File: src/rtl/anim_pkg.sv
// Shared types for the fighter animation sequencer.
// Holds the state/frame enums, default hitbox size and the frame lookup.
package anim_pkg;

  typedef enum logic [1:0] {
    IDLE,
    WALK,
    PUNCH
  } state_e;

  typedef enum logic [2:0] {
    FR_STAND  = 3'd0,
    FR_WALK1  = 3'd1,
    FR_WALK2  = 3'd2,
    FR_PUNCH1 = 3'd3,
    FR_PUNCH2 = 3'd4,
    FR_PUNCH3 = 3'd5
  } frame_e;

  localparam int DEF_BOX_W = 80;
  localparam int DEF_BOX_H = 160;

  function automatic frame_e frame_of(
    input state_e     s,
    input logic [1:0] step
  );
    frame_e f;
    f = FR_STAND;
    unique case (1'b1)
      (s == WALK):  f = frame_e'(3'(FR_WALK1) + {1'b0, step});
      (s == PUNCH): f = frame_e'(3'(FR_PUNCH1) + {1'b0, step});
      default:      f = FR_STAND;
    endcase
    return f;
  endfunction

endpackage

File: src/rtl/fighter_anim_seq_hitbox_map.sv
// Raster-to-hitbox mapping: registered in-box test and local coords.
// One cycle of latency from draw position to outputs.
module hitbox_map
  import anim_pkg::*;
#(
  parameter int BOX_W = DEF_BOX_W,
  parameter int BOX_H = DEF_BOX_H
) (
  input  logic       clk,
  input  logic       rst_n,
  input  logic [9:0] i_draw_x,
  input  logic [9:0] i_draw_y,
  input  logic [9:0] i_box_x,
  input  logic [9:0] i_box_y,
  output logic       o_in_box,
  output logic [6:0] o_local_x,
  output logic [7:0] o_local_y
);

  logic [10:0] w_dx;
  logic [10:0] w_dy;
  logic        w_in_x;
  logic        w_in_y;
  logic        w_in;

  logic        r_in;
  logic [6:0]  r_lx;
  logic [7:0]  r_ly;

  assign w_dx = {1'b0, i_draw_x} - {1'b0, i_box_x};
  assign w_dy = {1'b0, i_draw_y} - {1'b0, i_box_y};

  // Sign bit clear means dx >= 0, so the low bits compare unsigned.
  assign w_in_x = !w_dx[10] && (w_dx[9:0] < 10'(BOX_W));
  assign w_in_y = !w_dy[10] && (w_dy[9:0] < 10'(BOX_H));
  assign w_in   = w_in_x && w_in_y;

  always_ff @(posedge clk or negedge rst_n) begin
    if (!rst_n) begin
      r_in <= 1'b0;
      r_lx <= '0;
      r_ly <= '0;
    end else begin
      r_in <= w_in;
      r_lx <= w_in ? w_dx[6:0] : 7'd0;
      r_ly <= w_in ? w_dy[7:0] : 8'd0;
    end
  end

  assign o_in_box  = r_in;
  assign o_local_x = r_lx;
  assign o_local_y = r_ly;

endmodule

File: src/rtl/fighter_anim_seq.sv
// Per-fighter animation sequencer feeding the sprite render stage.
// State only moves on frame_start so a displayed frame never tears.
module fighter_anim_seq
  import anim_pkg::*;
#(
  parameter int HOLD_FRAMES = 8,
  parameter int BOX_W       = DEF_BOX_W,
  parameter int BOX_H       = DEF_BOX_H,
  parameter int WALK_LEN    = 2,
  parameter int PUNCH_LEN   = 3
) (
  input  logic       vga_clk,
  input  logic       reset_n,
  input  logic       frame_start,
  input  logic       move_left,
  input  logic       move_right,
  input  logic       punch,
  input  logic [9:0] fighter_x,
  input  logic [9:0] fighter_y,
  input  logic [9:0] DrawX,
  input  logic [9:0] DrawY,
  output logic [2:0] anim_frame,
  output logic       mirror,
  output logic       in_box,
  output logic [6:0] local_x,
  output logic [7:0] local_y,
  output logic       busy
);

  localparam logic [3:0] HOLD_M1 = 4'(HOLD_FRAMES - 1);
  localparam logic [1:0] WALK_M1 = 2'(WALK_LEN - 1);
  localparam logic [1:0] PNCH_M1 = 2'(PUNCH_LEN - 1);

  state_e     r_state;
  logic [3:0] r_hold;
  logic [1:0] r_step;
  logic       r_mirror;
  logic       r_armed;
  frame_e     r_frame;
  logic       r_busy;

  state_e     w_nxt_state;
  logic [3:0] w_nxt_hold;
  logic [1:0] w_nxt_step;
  logic       w_nxt_mirror;
  logic       w_fs;
  logic       w_one;
  logic       w_last;

  // A pulse on the edge that releases reset is not trusted.
  assign w_fs   = frame_start && r_armed;
  assign w_one  = move_left ^ move_right;
  assign w_last = (r_hold == HOLD_M1);

  always_comb begin
    w_nxt_state  = r_state;
    w_nxt_hold   = r_hold;
    w_nxt_step   = r_step;
    w_nxt_mirror = r_mirror;
    if (w_fs) begin
      unique case (r_state)
        IDLE: begin
          if (punch)      w_nxt_state = PUNCH;
          else if (w_one) w_nxt_state = WALK;
        end
        WALK: begin
          if (punch)       w_nxt_state = PUNCH;
          else if (!w_one) w_nxt_state = IDLE;
        end
        PUNCH: begin
          if (w_last && r_step == PNCH_M1)
            w_nxt_state = IDLE;
        end
        default: w_nxt_state = IDLE;
      endcase

      if (r_state != PUNCH && w_one)
        w_nxt_mirror = move_left;

      if (w_nxt_state != r_state) begin
        w_nxt_hold = '0;
        w_nxt_step = '0;
      end else if (w_last) begin
        w_nxt_hold = '0;
        if (r_state == WALK)
          w_nxt_step = (r_step == WALK_M1) ? 2'd0 : r_step + 2'd1;
        else if (r_state == PUNCH)
          w_nxt_step = r_step + 2'd1;
      end else begin
        w_nxt_hold = r_hold + 4'd1;
      end
    end
  end

  always_ff @(posedge vga_clk or negedge reset_n) begin
    if (!reset_n) begin
      r_state  <= IDLE;
      r_hold   <= '0;
      r_step   <= '0;
      r_mirror <= 1'b0;
      r_armed  <= 1'b0;
      r_frame  <= FR_STAND;
      r_busy   <= 1'b0;
    end else begin
      r_armed  <= 1'b1;
      r_state  <= w_nxt_state;
      r_hold   <= w_nxt_hold;
      r_step   <= w_nxt_step;
      r_mirror <= w_nxt_mirror;
      r_frame  <= frame_of(w_nxt_state, w_nxt_step);
      r_busy   <= (w_nxt_state == PUNCH);
    end
  end

  assign anim_frame = r_frame;
  assign mirror     = r_mirror;
  assign busy       = r_busy;

  hitbox_map #(
    .BOX_W (BOX_W),
    .BOX_H (BOX_H)
  ) u_hitbox (
    .clk       (vga_clk),
    .rst_n     (reset_n),
    .i_draw_x  (DrawX),
    .i_draw_y  (DrawY),
    .i_box_x   (fighter_x),
    .i_box_y   (fighter_y),
    .o_in_box  (in_box),
    .o_local_x (local_x),
    .o_local_y (local_y)
  );

endmodule

File: config.mk
export PLATFORM = sky130hd
export DESIGN_NAME = fighter_anim_seq
export DESIGN_NICKNAME = d
export VERILOG_FILES = /design/src/rtl/anim_pkg.sv /design/src/rtl/fighter_anim_seq_hitbox_map.sv /design/src/rtl/fighter_anim_seq.sv
export SDC_FILE = /design/constraint.sdc
export NUM_CORES = 1
export LEC_CHECK = 0
export CAP_MARGIN = 20
export CORE_MARGIN = 2
export CORE_UTILIZATION = 30
export CTS_CLUSTER_DIAMETER = 30
export DETAILED_ROUTE_END_ITERATION = 10
export GPL_TIMING_DRIVEN = 0
export PLACE_DENSITY = 0.57
export SYNTH_ARGS = -nofsm -noshare
export SYNTH_HDL_FRONTEND = slang
export SYNTH_SLANG_ARGS = --single-unit
File: constraint.sdc
create_clock -name vga_clk -period 2.2 [get_ports vga_clk]
set_input_delay 0.66 -clock vga_clk [delete_from_list [all_inputs] [get_ports vga_clk]]
set_output_delay 0.66 -clock vga_clk [all_outputs]
set_load 0.01 [all_outputs]
==> flow_summary.html, run 1 <==
<table>
<tr><th>Metric</th><th>Value</th></tr>
<tr><th colspan="2">Run status</th></tr>
<tr><td>Result of the run</td><td>finished with violations</td></tr>
<tr><td>Violated checks</td><td>negative setup slack</td></tr>
<tr><th colspan="2">Synthesis</th></tr>
<tr><td>Share of Yosys cell area claimed by the top area cell type</td><td>30.99%</td></tr>
<tr><td>Cell type contributing the most total cell area after synthesis</td><td>sky130_fd_sc_hd__dfrtp_1</td></tr>
<tr><td>Most common flop cell mapped by yosys</td><td>sky130_fd_sc_hd__dfrtp_1</td></tr>
<tr><td>Area share of xor/xnor cells in the synthesized design</td><td>4.339%</td></tr>
<tr><td>Largest cells by area after synthesis</td><td>sky130_fd_sc_hd__dfrtp_1 (31%), sky130_fd_sc_hd__ha_1 (13%), sky130_fd_sc_hd__inv_1 (5.7%), sky130_fd_sc_hd__o21ai_0 (4.3%), sky130_fd_sc_hd__nor3_2 (3.7%)</td></tr>
<tr><td>Async S/R FF share, synth</td><td>100.0%</td></tr>
<tr><td>Total nets after synthesis</td><td>345</td></tr>
<tr><td>Sequential-to-total area share from yosys stat</td><td>30.99%</td></tr>
<tr><td>Yosys Warn Count</td><td>0</td></tr>
<tr><td>Dominant combinational cell family by area after synthesis</td><td>compound AO/OA/AOI/OAI gates</td></tr>
<tr><td>Number of cells produced by synthesis</td><td>271</td></tr>
<tr><td>Mapped Area</td><td>2422 um^2</td></tr>
<tr><td>Synth Area in Compound Gates</td><td>21.54%</td></tr>
<tr><td>Top cells by instance count after synthesis</td><td>sky130_fd_sc_hd__inv_1 (37), sky130_fd_sc_hd__dfrtp_1 (30), sky130_fd_sc_hd__ha_1 (25)</td></tr>
<tr><td>#FFs+latches synth</td><td>30</td></tr>
<tr><td>Adder-cell share of the synthesized area</td><td>15.39%</td></tr>
<tr><td>Dominant cell by count in the synthesized netlist</td><td>sky130_fd_sc_hd__inv_1</td></tr>
<tr><td>Mux cell area share after synthesis</td><td>0.8264%</td></tr>
<tr><td>Unique cell type count in the Yosys netlist</td><td>61</td></tr>
<tr><td>Post-Synthesis Mean Instance Area</td><td>8.938 um^2</td></tr>
<tr><td>EDFF count, synth</td><td>0</td></tr>
<tr><td>Simple-Gate Fraction of Synth Area</td><td>19.89%</td></tr>
<tr><th colspan="2">Drt</th></tr>
<tr><td>Remaining routing DRC violations</td><td>0</td></tr>
<tr><td>Vias/cell</td><td>4.723</td></tr>
<tr><td>Detailed Route Iter0 Violations</td><td>57</td></tr>
<tr><td>Routed len/inst</td><td>12.50 um</td></tr>
<tr><td>Number of iterations in the first detailed-routing pass</td><td>4</td></tr>
<tr><td>Via count</td><td>2333</td></tr>
<tr><td>Antenna viol nets, final</td><td>0</td></tr>
<tr><td>DRT Wirelength</td><td>6177 um</td></tr>
<tr><th colspan="2">Placement</th></tr>
<tr><td>Number of buffers added on ports</td><td>66</td></tr>
<tr><td>Final HPWL from detailed placement</td><td>4299 um</td></tr>
<tr><td>Number of placed cells counting well taps</td><td>440</td></tr>
<tr><td>RePlAce Congestion</td><td>0.7938</td></tr>
<tr><th colspan="2">Clock tree</th></tr>
<tr><td>CTS Root Buffer Type</td><td>sky130_fd_sc_hd__clkbuf_8</td></tr>
<tr><td>Number of buffers inserted during clock tree synthesis</td><td>5</td></tr>
<tr><td>Clock Tree Buf Depth</td><td>2</td></tr>
<tr><td>Clk sinks</td><td>30</td></tr>
<tr><td>H-tree depth</td><td>2</td></tr>
<tr><td>TritonCTS clock tree</td><td>built</td></tr>
<tr><td>Clock-pin slew on the worst setup and hold paths</td><td>0.07 ns</td></tr>
<tr><td>Clock insertion delay at the later pin of the skew report</td><td>0.28 ns</td></tr>
<tr><th colspan="2">Cells and area</th></tr>
<tr><td>Post-layout utilization of the core</td><td>53.99%</td></tr>
<tr><td>Area growth, synth to finish</td><td>73.14%</td></tr>
<tr><td>Number of non-filler instances in the completed layout</td><td>494</td></tr>
<tr><td>Count of antenna diodes in the layout</td><td>0</td></tr>
<tr><td>Layout fillers</td><td>704</td></tr>
<tr><td>Share of post-route cells with drive strength above 1</td><td>41.58%</td></tr>
<tr><td>Net total in the final layout</td><td>465</td></tr>
<tr><th colspan="2">Flow run</th></tr>
<tr><td>Reported max-cap violation count</td><td>0</td></tr>
<tr><th colspan="2">GRT</th></tr>
<tr><td>Maximum number of pins on one net before global-route repair</td><td>19</td></tr>
<tr><td>Overall overflow remaining after global route</td><td>0</td></tr>
<tr><td>Number of global-route vias before repair</td><td>2375</td></tr>
<tr><td>Number of antenna violations at the first check in global routing</td><td>0</td></tr>
<tr><td>Global routing met1 resource utilization</td><td>18.29%</td></tr>
<tr><td>Global-route total usage across every layer</td><td>14.67%</td></tr>
<tr><td>Grt met3 use</td><td>2.889%</td></tr>
<tr><td>First-pass GRT wire length</td><td>10410 um</td></tr>
<tr><td>Met2 usage</td><td>25.77%</td></tr>
<tr><td>Busiest grt layer</td><td>met2</td></tr>
<tr><th colspan="2">STA</th></tr>
<tr><td>Slew headroom</td><td>54.13%</td></tr>
<tr><td>Setup violation total in the final timing report</td><td>16</td></tr>
<tr><td>Timing-limited maximum frequency</td><td>0.3896 GHz</td></tr>
<tr><td>Sum of negative setup slack</td><td>-4.832 ns</td></tr>
<tr><td>RSZ-0062 raised after global routing</td><td>true</td></tr>
<tr><td>Max-slew violations</td><td>0</td></tr>
<tr><td>Largest clock skew in the final design</td><td>0.006436 ns</td></tr>
<tr><td>Clock period minus worst slack</td><td>2.567 ns</td></tr>
<tr><td>Transition time of the tightest slew-check pin</td><td>0.6859 ns</td></tr>
<tr><td>PnR worst setup slack</td><td>-0.3669 ns</td></tr>
<tr><td>Worst hold slack</td><td>0.5000 ns</td></tr>
<tr><td>Hold Violations, Final</td><td>0</td></tr>
<tr><td>Part of the cycle the worst path needs</td><td>116.7%</td></tr>
<tr><th colspan="2">Die</th></tr>
<tr><td>Die width</td><td>93.86 um</td></tr>
<tr><td>Area of the core</td><td>7767 um^2</td></tr>
<tr><td>Initial Util</td><td>31.19%</td></tr>
<tr><td>Cell row count</td><td>32</td></tr>
<tr><td>Number of placed I/O pins</td><td>67</td></tr>
<tr><td>Height of the chip</td><td>93.86 um</td></tr>
<tr><td>DIE AREA</td><td>8809 um^2</td></tr>
<tr><th colspan="2">Critical path</th></tr>
<tr><td>Critical Setup Path Class</td><td>in -&gt; reg</td></tr>
<tr><td>CP arrival</td><td>2.77 ns</td></tr>
<tr><td>Maximum fanout encountered on the critical timing path</td><td>5</td></tr>
<tr><td>CP Launch Type</td><td>input port</td></tr>
<tr><td>Crit. End Element</td><td>flop</td></tr>
<tr><td>Worst path required time</td><td>2.40 ns</td></tr>
<tr><th colspan="2">Power and ir drop</th></tr>
<tr><td>Cell Pwr Density</td><td>514.1 nW/um^2</td></tr>
<tr><td>Largest vdd supply drop</td><td>0.0002514 V</td></tr>
<tr><td>Lkg Pwr</td><td>1.822 nW</td></tr>
<tr><th colspan="2">Min path</th></tr>
<tr><td>Class of the tightest hold or removal check</td><td>reg -&gt; reg</td></tr>
</table>
-- layout by cell type, fill, tap and decap left out, types with 8 or more instances in the layout --
master	n
sky130_fd_sc_hd__clkdlybuf4s50_1	29
sky130_fd_sc_hd__a21oi_1	8
sky130_fd_sc_hd__inv_2	18
sky130_fd_sc_hd__nor2_1	14
sky130_fd_sc_hd__buf_4	41
sky130_fd_sc_hd__inv_1	17
sky130_fd_sc_hd__ha_4	16
sky130_fd_sc_hd__dlygate4sd2_1	20
sky130_fd_sc_hd__nand2_1	18
sky130_fd_sc_hd__nor3_2	11
sky130_fd_sc_hd__dfrtp_1	30
sky130_fd_sc_hd__o21ai_0	16
sky130_fd_sc_hd__buf_6	10
-- worst max-delay path, stage by stage --
cell                        delay, ns
sky130_fd_sc_hd__buf_8           0.11
sky130_fd_sc_hd__inv_12          0.04
sky130_fd_sc_hd__ha_4            0.12
sky130_fd_sc_hd__inv_2           0.03
sky130_fd_sc_hd__fa_2            0.37
sky130_fd_sc_hd__a211oi_4        0.28
sky130_fd_sc_hd__nor2_2          0.08
sky130_fd_sc_hd__o32a_1          0.34
sky130_fd_sc_hd__o211ai_1        0.10
sky130_fd_sc_hd__buf_4           0.16
sky130_fd_sc_hd__o2111ai_4       0.14
sky130_fd_sc_hd__buf_6           0.19
sky130_fd_sc_hd__nor3_2          0.16
-- through the flow --
stage                     area (um^2)  setup WS [ns]  total power [mW]
after global placement           3272         -1.251             1.357
after detailed placement         3299         -1.265             1.371
final                            4194        -0.3669             2.156
after global routing             4194        -0.4730             2.308
after floorplan                  2484        -0.3996             1.123
after CTS                        4035        -0.3333             2.087
-- sequential cells by signal, summed over array words and instances, names as in the netlist, 2 cells and up --
signal and cells:
anim_frame 3, u_hitbox.o_local_x 7, r_hold 4, u_hitbox.o_local_y 8, r_state 2, r_step 2
-- per-layer routing --
layer  up-vias  part of all wire (%)
li1       1194                     -
met1      1086                    43
met2        45                    52
met3         8                   3.9
met4         0                   1.4
met5         -                     0
-- kinds of logic (layout without fill, tap and decap cells) --
group,count (synthesis),in the layout
fa+ha+maj,28,28
other cells,1,1
xor+xnor,12,12
simple gates,85,85
flops,30,30
buf+inv,41,162
compound gates,72,72
mux,2,2
-- where the power goes --
group,internal [mW],total [mW],switching [mW]
registers,0.614,0.675,0.0614
logic,0.539,1.03,0.487
clock network,0.252,0.454,0.203
total,1.40,2.16,0.751
-- worst paths after layout --
path / from / end / slack (ns) / cells after the start
worst max-delay path: DrawX[0] / u_hitbox.o_local_x[2] / -0.37 / 13
worst min-delay path: r_hold[3] / r_hold[3] / 0.50 / 1
worst max register to register: r_hold[0] / anim_frame[1] / 0.08 / 9
worst min register to register: r_hold[3] / r_hold[3] / 0.50 / 1
max in group asynchronous: reset_n / r_step[0] / 0.88 / 2
min in group asynchronous: reset_n / r_hold[2] / 0.79 / 1
-- cell type report --
cell class / count / area, um^2 / share of cell area, %
flip-flops and latches: 30 / 750.7 / 17.90
plain buffers: 2 / 22.52 / 0.5370
well taps: 102 / 127.6 / 3.043
multi-input cells: 200 / 2003 / 47.76
inverters: 37 / 153.9 / 3.669
clock buffers: 7 / 86.33 / 2.058
clock inverters: 1 / 5.005 / 0.1193
repair buffers: 115 / 1045 / 24.91
-- what timing repair did --
| item | CTS | global route |
|---|---|---|
| pin swaps | 62 | 32 |
| cloned | 2 | 0 |
| endpoints found under the setup margin | 18 | 17 |
| gates resized for setup | 146 | 27 |
| buffers inserted | 37 | 9 |
| hold buffers | 0 | 0 |
No activity file was read; power rests on OpenSTA's default activity.
==> run 2: changes to the inputs <==
--- a/config.mk
+++ b/config.mk
@@ -8,7 +8,6 @@
 export CAP_MARGIN = 20
 export CORE_MARGIN = 2
 export CORE_UTILIZATION = 30
-export CTS_CLUSTER_DIAMETER = 30
 export DETAILED_ROUTE_END_ITERATION = 10
 export GPL_TIMING_DRIVEN = 0
 export PLACE_DENSITY = 0.57
==> results of run 2 <==
No change in the layout: final DEF, timing and power equal those of run 1.
==> run 3: changes to the inputs <==
--- a/config.mk
+++ b/config.mk
@@ -8,9 +8,12 @@
 export CAP_MARGIN = 20
 export CORE_MARGIN = 2
 export CORE_UTILIZATION = 30
+export CTS_CLUSTER_SIZE = 14
 export DETAILED_ROUTE_END_ITERATION = 10
 export GPL_TIMING_DRIVEN = 0
 export PLACE_DENSITY = 0.57
+export SKIP_LAST_GASP = 1
+export SLEW_MARGIN = 10
 export SYNTH_ARGS = -nofsm -noshare
 export SYNTH_HDL_FRONTEND = slang
 export SYNTH_SLANG_ARGS = --single-unit
==> run 3 against run 2 <==
Compared with the run above:
- the flow still finishes with violations (negative setup slack)
- die area did not move
- clock power hardly changed
- setup slack improved by 0.078 ns
- routed wire length increased by 4.3%
- critical path type unchanged
- combinational power about the same
- clock-buffer cell count unchanged
- utilization down 0.097 points
- sequential power shrank 2%
==> flow_summary.html, run 3 (synthesized netlist as in run 1, its figures left out) <==
<table>
<tr><th>Metric</th><th>Value</th></tr>
<tr><th colspan="2">Power and ir drop</th></tr>
<tr><td>Clock Power Share</td><td>20.9% (was 21.1%)</td></tr>
<tr><td>Sequential group share of total power</td><td>30.5% (was 31.3%)</td></tr>
<tr><td>Lkg Pwr</td><td>1.825 nW (was 1.822 nW)</td></tr>
<tr><td>Switching power of the nets</td><td>0.7563 mW (was 0.7513 mW)</td></tr>
<tr><td>Switching share of power</td><td>34.78% (was 34.85%)</td></tr>
<tr><td>Cell-internal power</td><td>1.418 mW (was 1.405 mW)</td></tr>
<tr><td>Pwr Total</td><td>2.175 mW (was 2.156 mW)</td></tr>
<tr><td>Largest vdd supply drop</td><td>0.0001909 V (was 0.0002514 V)</td></tr>
<tr><td>Cell Pwr Density</td><td>519.4 nW/um^2 (was 514.1 nW/um^2)</td></tr>
<tr><td>Relative contribution of combinational cells to total power</td><td>48.6% (was 47.6%)</td></tr>
<tr><th colspan="2">Cells and area</th></tr>
<tr><td>Share of post-route cells with drive strength above 1</td><td>42.53% (was 41.58%)</td></tr>
<tr><td>Most frequent standard cell in the layout excluding fill and tap cells</td><td>sky130_fd_sc_hd__buf_4 (unchanged)</td></tr>
<tr><td>Area growth, synth to finish</td><td>72.83% (was 73.14%)</td></tr>
<tr><td>Net total in the final layout</td><td>468 (was 465)</td></tr>
<tr><td>Largest register FFs</td><td>8 (unchanged)</td></tr>
<tr><td>Layout fillers</td><td>721 (was 704)</td></tr>
<tr><td>Highest-count cells in the layout ignoring fill and taps</td><td>sky130_fd_sc_hd__buf_4 (46), sky130_fd_sc_hd__dfrtp_1 (30), sky130_fd_sc_hd__clkdlybuf4s50_1 (28), sky130_fd_sc_hd__dlygate4sd2_1 (25), sky130_fd_sc_hd__inv_2 (18) (was sky130_fd_sc_hd__buf_4 (41), sky130_fd_sc_hd__dfrtp_1 (30), sky130_fd_sc_hd__clkdlybuf4s50_1 (29), sky130_fd_sc_hd__dlygate4sd2_1 (20))</td></tr>
<tr><td>Post-layout utilization of the core</td><td>53.90% (was 53.99%)</td></tr>
<tr><td>Count of antenna diodes in the layout</td><td>0 (unchanged)</td></tr>
<tr><th colspan="2">Clock tree</th></tr>
<tr><td>Clock Tree Buf Depth</td><td>2 (unchanged)</td></tr>
<tr><td>Clock-pin slew on the worst setup and hold paths</td><td>0.06 ns (was 0.07 ns)</td></tr>
<tr><td>Clock insertion delay at the later pin of the skew report</td><td>0.28 ns (about the same)</td></tr>
<tr><td>Post-cts hold buffer count</td><td>0 (unchanged)</td></tr>
<tr><td>H-tree depth</td><td>2 (unchanged)</td></tr>
<tr><td>CTS Root Buffer Type</td><td>sky130_fd_sc_hd__clkbuf_8 (unchanged)</td></tr>
<tr><td>TritonCTS clock tree</td><td>built (unchanged)</td></tr>
<tr><td>Clk sinks</td><td>30 (unchanged)</td></tr>
<tr><td>Number of buffers inserted during clock tree synthesis</td><td>5 (unchanged)</td></tr>
<tr><th colspan="2">Min path</th></tr>
<tr><td>Class of the tightest hold or removal check</td><td>in -&gt; async (was reg -&gt; reg)</td></tr>
<tr><th colspan="2">Critical path</th></tr>
<tr><td>CP arrival</td><td>2.68 ns (was 2.77 ns)</td></tr>
<tr><td>Slack of the worst reg-to-reg path</td><td>0.10 ns (was 0.08 ns)</td></tr>
<tr><td>CP Cell Sequence</td><td>dlygate4sd2_1 -&gt; ha_1 -&gt; nor2b_1 -&gt; o2111a_1 -&gt; or3_1 -&gt; a21oi_2 -&gt; buf_4 -&gt; nand2b_4 -&gt; nor4_4 (was buf_8 -&gt; inv_12 -&gt; ha_4 -&gt; inv_2 -&gt; fa_2 -&gt; a211oi_4 -&gt; nor2_2 -&gt; o32a_1 -&gt; o211ai_1 -&gt; buf_4 -&gt; o2111ai_4 -&gt; buf_6 -&gt; nor3_2)</td></tr>
<tr><td>Worst path required time</td><td>2.39 ns (was 2.40 ns)</td></tr>
<tr><td>Maximum fanout encountered on the critical timing path</td><td>3 (was 5)</td></tr>
<tr><td>Crit. End Element</td><td>flop (unchanged)</td></tr>
<tr><td>Sum of buffers and inverters on the critical path</td><td>2 (was 5)</td></tr>
<tr><td>Crit path largest cell delay</td><td>0.35 ns (was 0.37 ns)</td></tr>
<tr><td>Critical Setup Path Class</td><td>in -&gt; reg (unchanged)</td></tr>
<tr><td>Critical Path Slowest Stage Cell</td><td>sky130_fd_sc_hd__or3_1 (was sky130_fd_sc_hd__fa_2)</td></tr>
<tr><td>CP Launch Type</td><td>input port (unchanged)</td></tr>
<tr><td>Cell family with the largest share of critical-path delay</td><td>simple AND/OR/NAND/NOR gates (was compound AO/OA/AOI/OAI gates)</td></tr>
<tr><th colspan="2">STA</th></tr>
<tr><td>Slew headroom</td><td>57.25% (was 54.13%)</td></tr>
<tr><td>PnR worst setup slack</td><td>-0.2888 ns (was -0.3669 ns)</td></tr>
<tr><td>Worst hold slack</td><td>0.3991 ns (was 0.5000 ns)</td></tr>
<tr><td>Max-slew violations</td><td>0 (unchanged)</td></tr>
<tr><td>RSZ-0062 raised after global routing</td><td>true (unchanged)</td></tr>
<tr><td>Largest clock skew in the final design</td><td>0.003369 ns (was 0.006436 ns)</td></tr>
<tr><td>Timing-limited maximum frequency</td><td>0.4018 GHz (was 0.3896 GHz)</td></tr>
<tr><td>Part of the cycle the worst path needs</td><td>113.1% (was 116.7%)</td></tr>
<tr><td>Clock period minus worst slack</td><td>2.489 ns (was 2.567 ns)</td></tr>
<tr><td>Setup violation total in the final timing report</td><td>16 (unchanged)</td></tr>
<tr><td>Hold Violations, Final</td><td>0 (unchanged)</td></tr>
<tr><td>Transition time of the tightest slew-check pin</td><td>0.6413 ns (was 0.6859 ns)</td></tr>
<tr><th colspan="2">Run status</th></tr>
<tr><td>Result of the run</td><td>finished with violations (unchanged)</td></tr>
<tr><td>Violated checks</td><td>negative setup slack (unchanged)</td></tr>
<tr><th colspan="2">GRT</th></tr>
<tr><td>Number of antenna violations at the first check in global routing</td><td>0 (unchanged)</td></tr>
<tr><td>Global-route total usage across every layer</td><td>15.38% (was 14.67%)</td></tr>
<tr><td>Maximum number of pins on one net before global-route repair</td><td>31 (was 19)</td></tr>
<tr><td>Number of global-route vias before repair</td><td>2428 (was 2375)</td></tr>
<tr><td>Overall overflow remaining after global route</td><td>0 (unchanged)</td></tr>
<tr><td>First-pass GRT wire length</td><td>10830 um (was 10410 um)</td></tr>
<tr><th colspan="2">Flow run</th></tr>
<tr><td>Reported max-cap violation count</td><td>0 (unchanged)</td></tr>
<tr><th colspan="2">Placement</th></tr>
<tr><td>Final HPWL from detailed placement</td><td>4183 um (was 4299 um)</td></tr>
<tr><td>Number of buffers added on ports</td><td>66 (unchanged)</td></tr>
<tr><td>RePlAce Congestion</td><td>0.7938 (unchanged)</td></tr>
<tr><th colspan="2">Drt</th></tr>
<tr><td>DRT Wirelength</td><td>6441 um (was 6177 um)</td></tr>
<tr><td>Antenna viol nets, final</td><td>0 (unchanged)</td></tr>
<tr><td>Remaining routing DRC violations</td><td>0 (unchanged)</td></tr>
<tr><td>Number of iterations in the first detailed-routing pass</td><td>4 (unchanged)</td></tr>
<tr><td>Vias/cell</td><td>4.829 (was 4.723)</td></tr>
<tr><td>Via count</td><td>2400 (was 2333)</td></tr>
<tr><td>Detailed Route Iter0 Violations</td><td>65 (was 57)</td></tr>
<tr><td>Routed len/inst</td><td>12.96 um (was 12.50 um)</td></tr>
<tr><th colspan="2">Die</th></tr>
<tr><td>Number of placed I/O pins</td><td>67 (unchanged)</td></tr>
<tr><td>Height of the chip</td><td>93.86 um (unchanged)</td></tr>
<tr><td>DIE AREA</td><td>8809 um^2 (unchanged)</td></tr>
<tr><td>Die width</td><td>93.86 um (unchanged)</td></tr>
<tr><td>Area of the core</td><td>7767 um^2 (unchanged)</td></tr>
<tr><td>Cell row count</td><td>32 (unchanged)</td></tr>
<tr><td>Initial Util</td><td>31.19% (unchanged)</td></tr>
</table>
## run 3: final timing paths
kind / start / endpoint / cells after the start
worst max-delay path: DrawY[1] / u_hitbox.o_local_y[7] / 9
worst min-delay path: reset_n / mirror / 1
worst max register to register: r_hold[0] / anim_frame[1] / 9
worst min register to register: r_hold[3] / r_hold[3] / 1
max in group asynchronous: reset_n / anim_frame[1] / 1
min in group vga_clk: r_hold[3] / r_hold[3] / 1
## run 3: power by group through the flow
stage | clock network, mW | registers (mW) | logic [mW]
floorplan | 0 | 0.676 | 0.447
global placement | 0 | 0.670 | 0.687
detailed placement | 0 | 0.670 | 0.694
CTS | 0.467 | 0.661 | 0.974
global route | 0.499 | 0.669 | 1.16
finish | 0.454 | 0.663 | 1.06
## run 3: metal layers
metal / routed length [um] / global-route usage (%) / part of all wire [%] / up-vias
li1: - / - / - / 1199
met1: 2676 / 18.70 / 42 / 1132
met2: 3381 / 27.50 / 52 / 56
met3: 256 / 2.889 / 4.0 / 13
met4: 126 / 4.469 / 2.0 / 0
met5: 0 / 0 / 0 / -
## run 3: final cells by class
cell class / count / area (um^2) / share of cell area [%]
plain buffers: 2 / 22.52 / 0.5380
inverters: 37 / 153.9 / 3.676
clock buffers: 7 / 86.33 / 2.062
clock inverters: 1 / 5.005 / 0.1195
repair buffers: 118 / 1032 / 24.66
well taps: 102 / 127.6 / 3.048
multi-input cells: 200 / 2008 / 47.97
flip-flops and latches: 30 / 750.7 / 17.93
## run 3: timing repair
item	4_1_cts	5_1_grt
resized for setup	146	24
setup endpoints to repair	18	17
gates cloned	2	0
pin swaps	56	22
buffers inserted	41	9
## run 3: stage by stage
stage          instances  instance area (um^2)  worst slack, ns  TNS, ns
2_1_floorplan        271                  2484          -0.3996   -4.719
3_3_place_gp         439                  3272           -1.251   -21.59
6_report             497                  4187          -0.2888   -3.971
5_1_grt              497                  4187          -0.4019   -5.655
4_1_cts              488                  4035          -0.2563   -3.599
3_5_place_dp         439                  3267           -1.252   -19.78
